**config.mk**
```make
export PLATFORM = sky130hd
export DESIGN_NAME = usb_packet_receiver
export DESIGN_NICKNAME = d
export VERILOG_FILES = /design/src/rtl/usb_packet_receiver.sv
export SDC_FILE = /design/constraint.sdc
export NUM_CORES = 1
export LEC_CHECK = 0
export BUFFER_PORTS_ARGS = -buffer_cell sky130_fd_sc_hd__buf_2
export CAP_MARGIN = 10
export CORE_MARGIN = 4
export CORE_UTILIZATION = 65
export CTS_CLUSTER_SIZE = 40
export DETAILED_ROUTE_END_ITERATION = 8
export GPL_TIMING_DRIVEN = 0
export HOLD_SLACK_MARGIN = 0.06
export PLACE_DENSITY = 0.81
export SLEW_MARGIN = 20
export SYNTH_ARGS = -nofsm -noshare
export SYNTH_HDL_FRONTEND = slang
export SYNTH_SLANG_ARGS = --single-unit
```
**constraint.sdc**
```tcl
create_clock -name clk -period 5.2 [get_ports clk]
set_input_delay 1.04 -clock clk [delete_from_list [all_inputs] [get_ports clk]]
set_output_delay 1.04 -clock clk [all_outputs]
set_load 0.02 [all_outputs]
```
**src/rtl/usb_packet_receiver.sv**
```systemverilog
// NRZI serial packet receiver with SYNC/PID checking and a payload FIFO.
// Optional bit-stuffing removal is built when BIT_STUFF_EN is defined.
module usb_packet_receiver #(
    parameter int CLKS_PER_BIT = 8,
    parameter int FIFO_DEPTH   = 8
) (
    input  logic       clk,
    input  logic       n_rst,
    input  logic       d_plus,
    input  logic       d_minus,
    input  logic       r_enable,
    output logic [7:0] r_data,
    output logic       empty,
    output logic       full,
    output logic       rcving,
    output logic       r_error,
    output logic [3:0] PID
);

    localparam int AW = $clog2(FIFO_DEPTH);
    localparam int CW = $clog2(CLKS_PER_BIT);

    typedef enum logic [2:0] {
        IDLE, SYNC_RCV, PID_RCV, DATA_RCV, EOP_WAIT, ERR_WAIT
    } state_e;

    state_e        state_q;
    logic          dp_m_q, dp_q, dpp_q, dm_m_q, dm_q;
    logic [CW-1:0] cnt_q;
    logic          last_q;
    logic [7:0]    sh_q;
    logic [2:0]    nb_q;
    logic          rcving_q, err_q, wr_q;
    logic [3:0]    pid_q;
    logic [7:0]    wdat_q;
    logic [7:0]    mem_q [FIFO_DEPTH];
    logic [AW-1:0] wp_q, rp_q;
    logic [AW:0]   fcnt_q;

    logic       dp_edge, dp_fall, sample, se0, bit_d, pid_ok, rd;
    logic [7:0] byte_d;
    logic       stuff_skip, stuff_err;

    assign dp_edge = dp_q ^ dpp_q;
    assign dp_fall = dpp_q & ~dp_q;
    assign sample  = (cnt_q == CW'(3));
    assign se0     = ~dp_q & ~dm_q;
    assign bit_d   = (dp_q == last_q);
    assign byte_d  = {bit_d, sh_q[7:1]};
    assign pid_ok  = (byte_d[7:4] == ~byte_d[3:0]) &&
                     (byte_d[3:0] inside {4'h1, 4'h9, 4'h5, 4'hD, 4'h3,
                                          4'hB, 4'h2, 4'hA, 4'hE});

    always_ff @(posedge clk) begin
        if (n_rst) begin
            dp_m_q <= 1'b1;
            dp_q   <= 1'b1;
            dpp_q  <= 1'b1;
            dm_m_q <= 1'b0;
            dm_q   <= 1'b0;
        end else begin
            dp_m_q <= d_plus;
            dp_q   <= dp_m_q;
            dpp_q  <= dp_q;
            dm_m_q <= d_minus;
            dm_q   <= dm_m_q;
        end
    end

    // Bit clock re-aligns to every D+ transition
    always_ff @(posedge clk) begin
        if (n_rst || dp_edge || cnt_q == CW'(CLKS_PER_BIT - 1))
            cnt_q <= '0;
        else
            cnt_q <= cnt_q + CW'(1);
    end

`ifdef BIT_STUFF_EN
    logic [2:0] ones_q;
    logic       collect, take;
    assign collect    = (state_q == SYNC_RCV) || (state_q == PID_RCV) ||
                        (state_q == DATA_RCV);
    assign take       = collect && sample && !se0;
    assign stuff_skip = (ones_q == 3'd6);
    assign stuff_err  = stuff_skip & bit_d;

    always_ff @(posedge clk) begin
        if (n_rst || !collect)
            ones_q <= '0;
        else if (take)
            ones_q <= (stuff_skip || !bit_d) ? 3'd0 : ones_q + 3'd1;
    end
`else
    assign stuff_skip = 1'b0;
    assign stuff_err  = 1'b0;
`endif

    always_ff @(posedge clk) begin
        if (n_rst) begin
            state_q  <= IDLE;
            last_q   <= 1'b1;
            sh_q     <= '0;
            nb_q     <= '0;
            rcving_q <= 1'b0;
            err_q    <= 1'b0;
            pid_q    <= '0;
            wr_q     <= 1'b0;
            wdat_q   <= '0;
        end else begin
            wr_q <= 1'b0;
            unique case (state_q)
                IDLE: begin
                    last_q <= 1'b1;
                    nb_q   <= '0;
                    if (dp_fall) begin
                        state_q  <= SYNC_RCV;
                        rcving_q <= 1'b1;
                        err_q    <= 1'b0;
                    end
                end
                SYNC_RCV, PID_RCV, DATA_RCV: begin
                    if (sample && se0) begin
                        state_q <= EOP_WAIT;
                        if (state_q != DATA_RCV || nb_q != 3'd0)
                            err_q <= 1'b1;
                    end else if (sample) begin
                        last_q <= dp_q;
                        if (stuff_err) begin
                            err_q   <= 1'b1;
                            state_q <= ERR_WAIT;
                        end else if (!stuff_skip) begin
                            sh_q <= byte_d;
                            nb_q <= nb_q + 3'd1;
                            if (nb_q == 3'd7) begin
                                if (state_q == SYNC_RCV) begin
                                    if (byte_d == 8'h80) begin
                                        state_q <= PID_RCV;
                                    end else begin
                                        err_q   <= 1'b1;
                                        state_q <= ERR_WAIT;
                                    end
                                end else if (state_q == PID_RCV) begin
                                    if (pid_ok) begin
                                        pid_q   <= byte_d[3:0];
                                        state_q <= DATA_RCV;
                                    end else begin
                                        err_q   <= 1'b1;
                                        state_q <= ERR_WAIT;
                                    end
                                end else if (full) begin
                                    err_q <= 1'b1;
                                end else begin
                                    wr_q   <= 1'b1;
                                    wdat_q <= byte_d;
                                end
                            end
                        end
                    end
                end
                EOP_WAIT: begin
                    if (dp_q) begin
                        state_q  <= IDLE;
                        rcving_q <= 1'b0;
                    end
                end
                ERR_WAIT: begin
                    if (sample && se0)
                        state_q <= EOP_WAIT;
                end
                default: state_q <= IDLE;
            endcase
        end
    end

    assign rd = r_enable && (fcnt_q != '0);

    always_ff @(posedge clk) begin
        if (wr_q)
            mem_q[wp_q] <= wdat_q;
    end

    always_ff @(posedge clk) begin
        if (n_rst) begin
            wp_q   <= '0;
            rp_q   <= '0;
            fcnt_q <= '0;
        end else begin
            if (wr_q)
                wp_q <= wp_q + AW'(1);
            if (rd)
                rp_q <= rp_q + AW'(1);
            if (wr_q && !rd)
                fcnt_q <= fcnt_q + (AW+1)'(1);
            else if (!wr_q && rd)
                fcnt_q <= fcnt_q - (AW+1)'(1);
        end
    end

    assign empty   = (fcnt_q == '0);
    assign full    = (fcnt_q == (AW+1)'(FIFO_DEPTH));
    assign r_data  = empty ? 8'h00 : mem_q[rp_q];
    assign rcving  = rcving_q;
    assign r_error = err_q;
    assign PID     = pid_q;

endmodule

```
==> key figures <==
Synthesis
  • Synthesized Nets: approximately 370
  • Synth warn: 0
  • Mapped Avg Cell Area: 13.4 um2
  • Async SR Flop Fraction: 0
  • Post-synth EDFFs: 64
  • Most used flip-flop cell after synthesis: edfxtp_1
  • Register area share after synthesis: 0.614
  • Post-Synthesis Cells: approximately 360
  • Synth Area in Compound Gates: 0.0431
  • Synth Area in Simple Gates: 0.124
  • Yosys reg bits: between 100 and 150
  • Adder-Cell Fraction of Synth Area: 0.0357
  • Synth cell count leaders: edfxtp_1, nor2_1, dfxtp_1, mux2i_1, nand2_1
  • Most common cell in the netlist: edfxtp_1
  • Count of cell types in the netlist: between 40 and 50
  • Yosys top cell area share: 0.404
  • Main combinational cell family by area after synthesis: multiplexers
  • Top cells by area, synth: edfxtp_1, dfxtp_1, mux4_2, mux2i_1, nor2_1
  • Post-Synth XOR/XNOR Area: 0.0181
  • Cell Area, Synth: around 0.0048 mm2
  • Area leader, netlist: edfxtp_1
  • Mux contribution to synthesized area: 0.141

Critical path
  • R2R Path Start: fcnt_q[1]$_SDFFE_PP0P_
  • Nature of the critical path endpoint: primary output
  • Reg2reg path depth: 10
  • Critical Path Source Type: flip-flop
  • CP top delay family: buffers and inverters
  • Critical path cell sequence: buf_1 > clkbuf_1 > mux4_2 > mux2i_1 > nor2_1 > buf_2
  • Worst r2r dst: fcnt_q[3]$_SDFFE_PP0P_
  • Max FO, Critical Path: 10
  • CP max-delay cell: clkbuf_1
  • Worst Path Required: roughly 4200 ps
  • Crit-path max cell delay: around 590 ps
  • Data arrival time of the critical path: between 2000 and 3000 ps
  • Stages on worst setup path: 6
  • R2r setup slk: ~2500 ps
  • Buf/Inv on CP: 3
  • WS Path Type: flip-flop to primary output

Layout
  • Share of cells above drive strength 1: 0.219
  • Fill cell count: 373
  • Ant diodes: 0
  • Area Growth Syn to Fin: 17.1%
  • NumNets Final: ~410
  • Post-layout util: 0.803
  • Fin cells: between 500 and 600

GRT
  • First-pass GRT wire length: 16,000 um
  • Total congestion overflow: 0
  • Vias in the first global route: roughly 3,000
  • Grt peak-use layer: met2
  • Met2 usage: 0.439
  • Met1 Usage GRT: 0.294
  • Overall Global Routing Usage: 0.250
  • Initial antenna violation count: 0
  • Largest net degree at the start of global routing: 17
  • M3 GR Usage: 0.0660

STA
  • Worst Max-Slew Pin Slew: roughly 760 ps
  • Tcrit/Tclk final: 0.691
  • Hold Violations, Final: 0
  • WHS: roughly 420 ps
  • Worst relative slew slack: 0.493
  • TNS Setup: 0 ps
  • Fin crit period: 3590 ps
  • Setup violators final: 0
  • Slew Limit Fails: 0
  • Max Freq: 0.278 GHz
  • RSZ-0062 raised after global routing: no
  • Post-Route Skew: roughly 11 ps

Placed design
  • Routability Congestion: ~0.86
  • Port-buffer cells: 20
  • Dpl hpwl: around 5700 um
  • Dpl cells: ~470

Clock tree
  • Skew-Pair Late Insertion Delay: around 520 ps
  • Postcts setup bufs: 0
  • Root Buffer: clkbuf_8
  • Clock slew at reported path FFs: approximately 60 ps
  • Clk sinks: 114
  • Max clock buf depth: 2
  • Post_cts resized: 0
  • Cts hold-fix bufs: 0
  • Clock tree from TritonCTS: built
  • H-tree levels: 4
  • Total CTS buffers: 17

Drt
  • WL per Instance: 19.3 um
  • DRT iter0 DRCs: between 150 and 200
  • Post-Route WL: between 9000 and 10,000 um
  • DRC violations left: 0
  • Drt first pass iters: 5
  • Vias: 2,957
  • Final antenna-violating net count: 0
  • Routed vias/inst: about 6

Floorplanning
  • Core ar.: 0.00694 mm2
  • Die width: 93.6 um
  • Initial cell density of the core: 0.686
  • FP Rows: 30
  • Die area: approximately 0.009 mm2
  • Die Height: around 94 um
  • # IOs: 21

Hold path
  • Cells on Worst Hold Path: 1
  • Type of the worst min-delay path: flip-flop to flip-flop
  • Hold path endpoint: dp_q$_SDFF_PP1_
  • Hold Startpoint: dp_m_q$_SDFF_PP1_

Power
  • PwrDens: around 480 mW/mm2
  • Peak supply drop: 332 uV
  • Pleak: around 2 nW

Run
  • Max-cap violations: 0

Status
  • Run status: finished, final reports clean
## flip-flops by register name, indices dropped and copies added, names as in the netlist, named ones only
register / cells
PID: 4
cnt_q: 3
dm_m_q: 1
dm_q: 1
dp_m_q: 1
dp_q: 1
dpp_q: 1
fcnt_q: 4
last_q: 1
mem_q: 64
nb_q: 3
r_error: 1
rcving: 1
rp_q: 3
sh_q: 7
state_q: 3
wdat_q: 8
wp_q: 3
wr_q: 1
## metrics by stage
| stage | worst slack [ps] | area (um2) | power [mW] |
|---|---|---|---|
| floorplan | 2580 | 4760 | 1.43 |
| global placement | 2290 | 4980 | 1.55 |
| detailed placement | 2260 | 4980 | 1.57 |
| CTS | 1570 | 5570 | 2.70 |
| global route | 1480 | 5580 | 2.80 |
| finish | 1610 | 5580 | 2.69 |
## worst reg2reg max path: stages, from the launching register on
cell and delay (ps):
dfxtp_1 360, nor4_1 490, nand2b_1 270, ha_1 230
inv_1 100, ha_1 280, a21o_1 170, a21oi_1 180
xnor2_1 100, or3_1 320, a21oi_1 150
## logic make-up after synthesis
group	count (synthesis)
xor gates and xnor gates	9
buffers and inverters	25
DFF	114
AOI/OAI and AO/OA	30
muxes	47
and+or+nand+nor	117
adders and majority gates	13
## metal layers
layer,share of wire,routed length [um]
met1,0.40,3890
met2,0.54,5200
met3,0.044,426
met4,0.019,184
met5,0,0
## cell type report
cell class / count / area, um2 / area share
flip-flops and latches: 114 / 2920 / 0.524
multi-input cells: 216 / 1730 / 0.311
clock buffers: 17 / 414 / 0.0743
clock inverters: 15 / 169 / 0.0303
well taps: 96 / 120 / 0.0215
repair buffers: 20 / 100 / 0.0180
plain buffers: 18 / 91.3 / 0.0164
inverters: 7 / 26.3 / 0.00471
## report_power, final
group          internal [mW]  switching, mW
logic                  0.234          0.320
registers              0.975         0.0292
clock network          0.694          0.437
## worst max path at each step
stage,startpoint,to,slack (ps)
3_5_place_dp,flip-flop,r_data[5],2260
5_1_grt,flip-flop,r_data[2],1480
3_3_place_gp,flip-flop,r_data[3],2290
2_1_floorplan,flip-flop,r_data[3],2580
4_1_cts,flip-flop,r_data[2],1570
6_report,flip-flop,r_data[3],1610
## layout by cell type (no fill, tap or decap), types with 5 or more instances in the layout
cell and count:
nand2b_1 7, nand2_1 19, nor3_1 5, edfxtp_1 64
ha_1 12, clkbuf_1 7, clkbuf_16 16, inv_1 7
a21oi_1 12, buf_2 24, dfxtp_1 50, mux4_2 16
inv_6 8, mux2i_1 31, nor2_1 57
No activity file was read; power rests on OpenSTA's default activity.
